## config.mk

```make
export PLATFORM = sky130hd
export DESIGN_NAME = alu_cmd_sequencer
export DESIGN_NICKNAME = d
export VERILOG_FILES = /design/src/rtl/alu_cmd_sequencer.sv
export SDC_FILE = /design/constraint.sdc
export NUM_CORES = 1
export LEC_CHECK = 0
export ABC_AREA = 0
export BUFFER_PORTS_ARGS = -buffer_cell sky130_fd_sc_hd__buf_2
export CORE_MARGIN = 4
export CORE_UTILIZATION = 39
export CTS_BUF_LIST = sky130_fd_sc_hd__clkbuf_16
export DETAILED_ROUTE_END_ITERATION = 8
export MAX_ROUTING_LAYER = met4
export PLACE_DENSITY = 0.58
export SLEW_MARGIN = 20
export SYNTH_ARGS = -nofsm -noshare
export SYNTH_HDL_FRONTEND = slang
export SYNTH_SLANG_ARGS = --single-unit
```

## constraint.sdc

```tcl
create_clock -name clk -period 3.2 [get_ports clk]
set_input_delay 0.48 -clock clk [delete_from_list [all_inputs] [get_ports clk]]
set_output_delay 0.48 -clock clk [all_outputs]
set_load 0.01 [all_outputs]
```

## src/rtl/alu_cmd_sequencer.sv

```systemverilog
// alu_cmd_sequencer: issue stage in front of the 32-bit ALU.
// Buffers commands in a FIFO, drives the ALU one command at a time, returns tagged results.
//
// Ports:
//   clk, reset          : clock, synchronous active-high reset
//   cmd_*               : command valid/ready input {op, variant, a, b, ci}
//   alu_* (out)         : ALU control and operands, held from the issue register
//   alu_* (in)          : ALU result, flags, comp_result, done
//   rsp_*               : response valid/ready output {result, comp, flags, tag}
//   busy                : FSM active or FIFO holding commands
//   stat_done_cnt       : handshake counter (ALU_SEQ_STATS_EN), else 0
//   stat_timeout_cnt    : timed-out handshake counter (ALU_SEQ_STATS_EN), else 0
//
// Optional macro: ALU_SEQ_STATS_EN enables the saturating statistics counters.

module alu_cmd_sequencer #(
    parameter int FIFO_DEPTH     = 4,
    parameter int SETTLE_CYCLES  = 2,
    parameter int TIMEOUT_CYCLES = 64,
    parameter int TAG_W          = 4
) (
    input  logic             clk,
    input  logic             reset,
    input  logic             cmd_valid,
    output logic             cmd_ready,
    input  logic [1:0]       cmd_op,
    input  logic [1:0]       cmd_variant,
    input  logic [31:0]      cmd_a,
    input  logic [31:0]      cmd_b,
    input  logic             cmd_ci,
    output logic [1:0]       alu_op_sel,
    output logic [1:0]       alu_adder_sel,
    output logic             alu_sub_sel,
    output logic             alu_mult_sel,
    output logic             alu_comp_mode,
    output logic             alu_start,
    output logic [31:0]      alu_a,
    output logic [31:0]      alu_b,
    output logic             alu_cin,
    output logic             alu_bin,
    input  logic [63:0]      alu_result,
    input  logic             alu_carry_out,
    input  logic             alu_borrow_out,
    input  logic [5:0]       alu_comp_result,
    input  logic             alu_done,
    input  logic             alu_overflow,
    output logic             rsp_valid,
    input  logic             rsp_ready,
    output logic [63:0]      rsp_result,
    output logic [5:0]       rsp_comp,
    output logic [3:0]       rsp_flags,
    output logic [TAG_W-1:0] rsp_tag,
    output logic             busy,
    output logic [15:0]      stat_done_cnt,
    output logic [15:0]      stat_timeout_cnt
);

    localparam int PTR_W = $clog2(FIFO_DEPTH);
    localparam int CNT_W = PTR_W + 1;
    localparam int SET_W = $clog2(SETTLE_CYCLES + 1);
    localparam int TO_W  = $clog2(TIMEOUT_CYCLES + 1);

    localparam logic [1:0] OP_ADD = 2'b00;
    localparam logic [1:0] OP_SUB = 2'b01;
    localparam logic [1:0] OP_MUL = 2'b10;
    localparam logic [1:0] OP_CMP = 2'b11;

    typedef struct packed {
        logic [1:0]       op;
        logic [1:0]       variant;
        logic [31:0]      a;
        logic [31:0]      b;
        logic             ci;
        logic [TAG_W-1:0] tag;
    } cmd_t;

    typedef enum logic [2:0] {
        S_IDLE,
        S_SETTLE,
        S_MUL_START,
        S_MUL_WAIT,
        S_RESP
    } state_t;

    cmd_t             fifo_q [FIFO_DEPTH];
    cmd_t             fifo_d [FIFO_DEPTH];
    logic [PTR_W-1:0] wr_ptr_q, wr_ptr_d;
    logic [PTR_W-1:0] rd_ptr_q, rd_ptr_d;
    logic [CNT_W-1:0] count_q, count_d;
    logic [TAG_W-1:0] tag_q, tag_d;

    state_t           state_q, state_d;
    cmd_t             iss_q, iss_d;
    logic [SET_W-1:0] set_cnt_q, set_cnt_d;
    logic [TO_W-1:0]  wait_cnt_q, wait_cnt_d;

    logic [63:0]      rsp_result_q, rsp_result_d;
    logic [5:0]       rsp_comp_q, rsp_comp_d;
    logic [3:0]       rsp_flags_q, rsp_flags_d;
    logic [TAG_W-1:0] rsp_tag_q, rsp_tag_d;

    logic full, empty;
    logic push, pop;
    logic cap, cap_to;

    assign full      = (count_q == CNT_W'(FIFO_DEPTH));
    assign empty     = (count_q == '0);
    assign cmd_ready = !full;
    assign busy      = (state_q != S_IDLE) || !empty;

    always_comb begin
        fifo_d       = fifo_q;
        wr_ptr_d     = wr_ptr_q;
        rd_ptr_d     = rd_ptr_q;
        count_d      = count_q;
        tag_d        = tag_q;
        state_d      = state_q;
        iss_d        = iss_q;
        set_cnt_d    = set_cnt_q;
        wait_cnt_d   = wait_cnt_q;
        rsp_result_d = rsp_result_q;
        rsp_comp_d   = rsp_comp_q;
        rsp_flags_d  = rsp_flags_q;
        rsp_tag_d    = rsp_tag_q;
        pop          = 1'b0;
        cap          = 1'b0;
        cap_to       = 1'b0;
        push         = cmd_valid && !full;

        if (push) begin
            fifo_d[wr_ptr_q].op      = cmd_op;
            fifo_d[wr_ptr_q].variant = cmd_variant;
            fifo_d[wr_ptr_q].a       = cmd_a;
            fifo_d[wr_ptr_q].b       = cmd_b;
            fifo_d[wr_ptr_q].ci      = cmd_ci;
            fifo_d[wr_ptr_q].tag     = tag_q;
            wr_ptr_d = wr_ptr_q + PTR_W'(1);
            tag_d    = tag_q + TAG_W'(1);
        end

        case (state_q)
            S_IDLE: begin
                if (!empty) begin
                    pop      = 1'b1;
                    iss_d    = fifo_q[rd_ptr_q];
                    rd_ptr_d = rd_ptr_q + PTR_W'(1);
                    if (fifo_q[rd_ptr_q].op == OP_MUL) begin
                        state_d = S_MUL_START;
                    end else begin
                        state_d   = S_SETTLE;
                        set_cnt_d = SET_W'(SETTLE_CYCLES);
                    end
                end
            end
            S_SETTLE: begin
                if (set_cnt_q == SET_W'(1)) begin
                    cap     = 1'b1;
                    cap_to  = !alu_done;
                    state_d = S_RESP;
                end else begin
                    set_cnt_d = set_cnt_q - SET_W'(1);
                end
            end
            S_MUL_START: begin
                wait_cnt_d = '0;
                state_d    = S_MUL_WAIT;
            end
            S_MUL_WAIT: begin
                // done is not trusted in the first wait cycle: it may
                // still reflect the previous multiply.
                if (wait_cnt_q != '0 && alu_done) begin
                    cap     = 1'b1;
                    state_d = S_RESP;
                end else if (wait_cnt_q == TO_W'(TIMEOUT_CYCLES - 1)) begin
                    cap     = 1'b1;
                    cap_to  = 1'b1;
                    state_d = S_RESP;
                end else begin
                    wait_cnt_d = wait_cnt_q + TO_W'(1);
                end
            end
            S_RESP: begin
                if (rsp_ready) begin
                    state_d = S_IDLE;
                end
            end
            default: state_d = S_IDLE;
        endcase

        case ({push, pop})
            2'b10:   count_d = count_q + CNT_W'(1);
            2'b01:   count_d = count_q - CNT_W'(1);
            default: count_d = count_q;
        endcase

        // Flags are captured raw; the consumer interprets them per op.
        if (cap) begin
            rsp_result_d = alu_result;
            rsp_comp_d   = alu_comp_result;
            rsp_flags_d  = {cap_to, alu_overflow, alu_borrow_out, alu_carry_out};
            rsp_tag_d    = iss_q.tag;
        end
    end

    always_ff @(posedge clk) begin
        if (reset) begin
            for (int i = 0; i < FIFO_DEPTH; i++) begin
                fifo_q[i] <= '0;
            end
            wr_ptr_q     <= '0;
            rd_ptr_q     <= '0;
            count_q      <= '0;
            tag_q        <= '0;
            state_q      <= S_IDLE;
            iss_q        <= '0;
            set_cnt_q    <= '0;
            wait_cnt_q   <= '0;
            rsp_result_q <= '0;
            rsp_comp_q   <= '0;
            rsp_flags_q  <= '0;
            rsp_tag_q    <= '0;
        end else begin
            fifo_q       <= fifo_d;
            wr_ptr_q     <= wr_ptr_d;
            rd_ptr_q     <= rd_ptr_d;
            count_q      <= count_d;
            tag_q        <= tag_d;
            state_q      <= state_d;
            iss_q        <= iss_d;
            set_cnt_q    <= set_cnt_d;
            wait_cnt_q   <= wait_cnt_d;
            rsp_result_q <= rsp_result_d;
            rsp_comp_q   <= rsp_comp_d;
            rsp_flags_q  <= rsp_flags_d;
            rsp_tag_q    <= rsp_tag_d;
        end
    end

    // Variant bits only reach the ALU control they belong to.
    assign alu_op_sel    = iss_q.op;
    assign alu_adder_sel = (iss_q.op == OP_ADD) ? iss_q.variant : 2'b00;
    assign alu_sub_sel   = (iss_q.op == OP_SUB) && iss_q.variant[0];
    assign alu_mult_sel  = (iss_q.op == OP_MUL) && iss_q.variant[0];
    assign alu_comp_mode = (iss_q.op == OP_CMP) && iss_q.variant[0];
    assign alu_start     = (state_q == S_MUL_START);
    assign alu_a         = iss_q.a;
    assign alu_b         = iss_q.b;
    assign alu_cin       = (iss_q.op == OP_ADD) && iss_q.ci;
    assign alu_bin       = (iss_q.op == OP_SUB) && iss_q.ci;

    assign rsp_valid  = (state_q == S_RESP);
    assign rsp_result = rsp_result_q;
    assign rsp_comp   = rsp_comp_q;
    assign rsp_flags  = rsp_flags_q;
    assign rsp_tag    = rsp_tag_q;

`ifdef ALU_SEQ_STATS_EN
    logic [15:0] stat_done_q, stat_done_d;
    logic [15:0] stat_to_q, stat_to_d;

    always_comb begin
        stat_done_d = stat_done_q;
        stat_to_d   = stat_to_q;
        if (rsp_valid && rsp_ready) begin
            if (stat_done_q != 16'hFFFF) begin
                stat_done_d = stat_done_q + 16'd1;
            end
            if (rsp_flags_q[3] && stat_to_q != 16'hFFFF) begin
                stat_to_d = stat_to_q + 16'd1;
            end
        end
    end

    always_ff @(posedge clk) begin
        if (reset) begin
            stat_done_q <= '0;
            stat_to_q   <= '0;
        end else begin
            stat_done_q <= stat_done_d;
            stat_to_q   <= stat_to_d;
        end
    end

    assign stat_done_cnt    = stat_done_q;
    assign stat_timeout_cnt = stat_to_q;
`else
    assign stat_done_cnt    = 16'd0;
    assign stat_timeout_cnt = 16'd0;
`endif

endmodule

```

==> metrics.csv <==
metric;value;unit
rsz0062_at_grt;false;
layout-drive-gt1-share;20.0;%
clkSinkCount;466;
drtIter0Drc;1037;
cts_buffers;51;
die_h;232;µm
worstPathMaxFanout;14;
antenna_found_initial;10;
drc_errors;0;
start_util;39.8;%
postRouteAntennaNets;0;
htreeDepth;2;
rows;81;
fin_crit_sh;82.3;%
required;3.73;ns
coreArea;49300;µm²
fin_hold_ws;0.128;ns
post-synth-top-count-cell;nand2_1;
tns;0;ns
worstSetupPathType;reg -> reg;
yosys.area.top_type;dfxtp_1;
status;completed;
io_buffers;301;
fmax;0.380;GHz
vias;15800;
grt_usage;20.3;%
clk_latency;0.60;ns
globalplace.congestion;0.783;
hold_violations;0;
post_cts_resized;0;
arrival;3.16;ns
tightest_slew;1.03;ns
ys_types;47;
wl;55000;µm
finalSetupViolCount;0;
min_path_type;in -> reg;
ys.flop_type;dfxtp_1;
dieWidth;232;µm
ys_seq_area_share;47.6;%
synth_edf_count;0;
timing.final.ws_setup;0.567;ns
startpoint_type;register;
maxSlewViolCount;0;
fin_crit;2.63;ns
drv_cap;0;
post_cts_buffers;0;
yosysTopAreaCellShare;47.6;%
endpoint_kind;register;
r2r_start;count_q[2];
num-nets-final;2589;
grt_pass1_vias;15300;
pre_cts_ws;0.571;ns
peakVddDrop;0.000814;V
ys_async_sr_fraction;0;%
syn_area;19600;µm²
yosysWarnings;0;
num_io_pins;334;
yosys-top-cells-count;nand2_1 (895), dfxtp_1 (466), a21oi_1 (374);
die_area;53900;µm²
synthCells;2279;
ys_seq_elements;466;
grt_pass1_wl;85800;µm
syn2layout_area_growth;14.8;%
dr.pass1.iters;5;
cts_tree;done;
grt.overflow.total;0;
cts-root-buf;clkbuf_16;
hold_buffers;0;
p_per_area;720;nW/µm²
slew_headroom;31.3;%
grt_max_degree;177;
leakage;0.00843;µW
avgSynthCellArea;8.59;µm²
dpl.hpwl;33400;µm
critPathLaunch;count_q[2];
wl_per_cell;17.5;µm
synth.area.top_cells;dfxtp_1 (48%), nand2_1 (17%), a21oi_1 (9.6%);
clk_path_buf_depth;3;
hp-start;alu_result[63];
clock_skew;0.0237;ns
clk_pin_slew;0.06;ns
vias_per_cell;5.02;
-- layout make-up --
| type | instances | area [µm²] |
|---|---|---|
| fillers | 4882 | 26800 |
| flip-flops and latches | 466 | 9340 |
| multi-input cells | 1566 | 8700 |
| repair buffers | 335 | 1910 |
| clock buffers | 52 | 1300 |
| well taps | 664 | 831 |
| clock inverters | 41 | 323 |
| inverters | 12 | 48.8 |
| diodes | 10 | 25.0 |
-- routing by layer --
metal	part of all wire (%)	global-route usage, %
met5	0	-
met4	1.9	5.17
met3	7.6	4.43
met2	47	32.9
met1	44	26.1
-- flip-flops by register name, summed over array words and instances (netlist names) --
signal,cells
set_cnt_q,2
wait_cnt_q,7
rd_ptr_q,2
alu_b,32
rsp_flags,4
rsp_result,64
wr_ptr_q,2
iss_q,7
alu_a,32
alu_op_sel,2
tag_q,4
rsp_tag,4
fifo_q,292
state_q,3
count_q,3
rsp_comp,6
-- final timing paths --
| check | to | slack, ns | cells past startpoint |
|---|---|---|---|
| max reg2reg | count_q[2] | 0.57 | 8 |
| min reg2reg | alu_b[3] | 0.45 | 2 |
| min | rsp_result[63] | 0.13 | 3 |
| max | count_q[2] | 0.57 | 8 |
-- report_power, final --
part | switching [µW] | internal (µW) | leakage [µW] | total (µW)
registers | 463 | 6310 | 0.00378 | 6770
logic | 2360 | 1310 | 0.00384 | 3670
clock network | 2410 | 3340 | 0.000820 | 5740
-- logic make-up after synthesis --
| kind of cell | after synthesis | share of synthesized area [%] |
|---|---|---|
| AND/OR/NAND/NOR | 964 | 19.3 |
| flip-flops | 466 | 47.6 |
| XOR/XNOR | 8 | 0.358 |
| buffers and inverters | 278 | 8.89 |
| other | 1 | 0.0191 |
| adder cells (fa/ha/maj) | 10 | 0.677 |
| multiplexers | 152 | 12.6 |
| AO/OA/AOI/OAI | 400 | 10.6 |
-- cell usage in the layout (no fill, tap or decap), types with 10 or more instances in the layout --
cell       count
a21oi_1      374
buf_12        11
buf_2        300
buf_4         23
clkbuf_16     52
clkinv_1      17
conb_1        32
dfxtp_1      464
diode_2       10
inv_1         20
mux2i_1       77
mux4_2        75
nand2_1      894
nand3_1       10
nor2_1        17
-- per-stage QoR --
stage | area (µm²) | util [%] | cells | power (µW)
6_report | 22500 | 45.6 | 3146 | 16200
5_1_grt | 22500 | 45.6 | 3146 | 17000
4_1_cts | 22500 | 45.6 | 3136 | 16400
3_5_place_dp | 20800 | 42.3 | 3043 | 10600
3_3_place_gp | 20800 | 42.3 | 3043 | 10500
2_1_floorplan | 19700 | - | 2310 | 9450
-- worst max-delay path, cell delays in order, from the launching register on --
cell	delay, ns
dfxtp_1	0.35
or3b_2	0.66
nand2_1	0.26
ha_1	0.23
inv_1	0.07
fa_1	0.37
xor2_1	0.16
or3_1	0.31
a21oi_1	0.14
(Power assumes the default switching activity.)
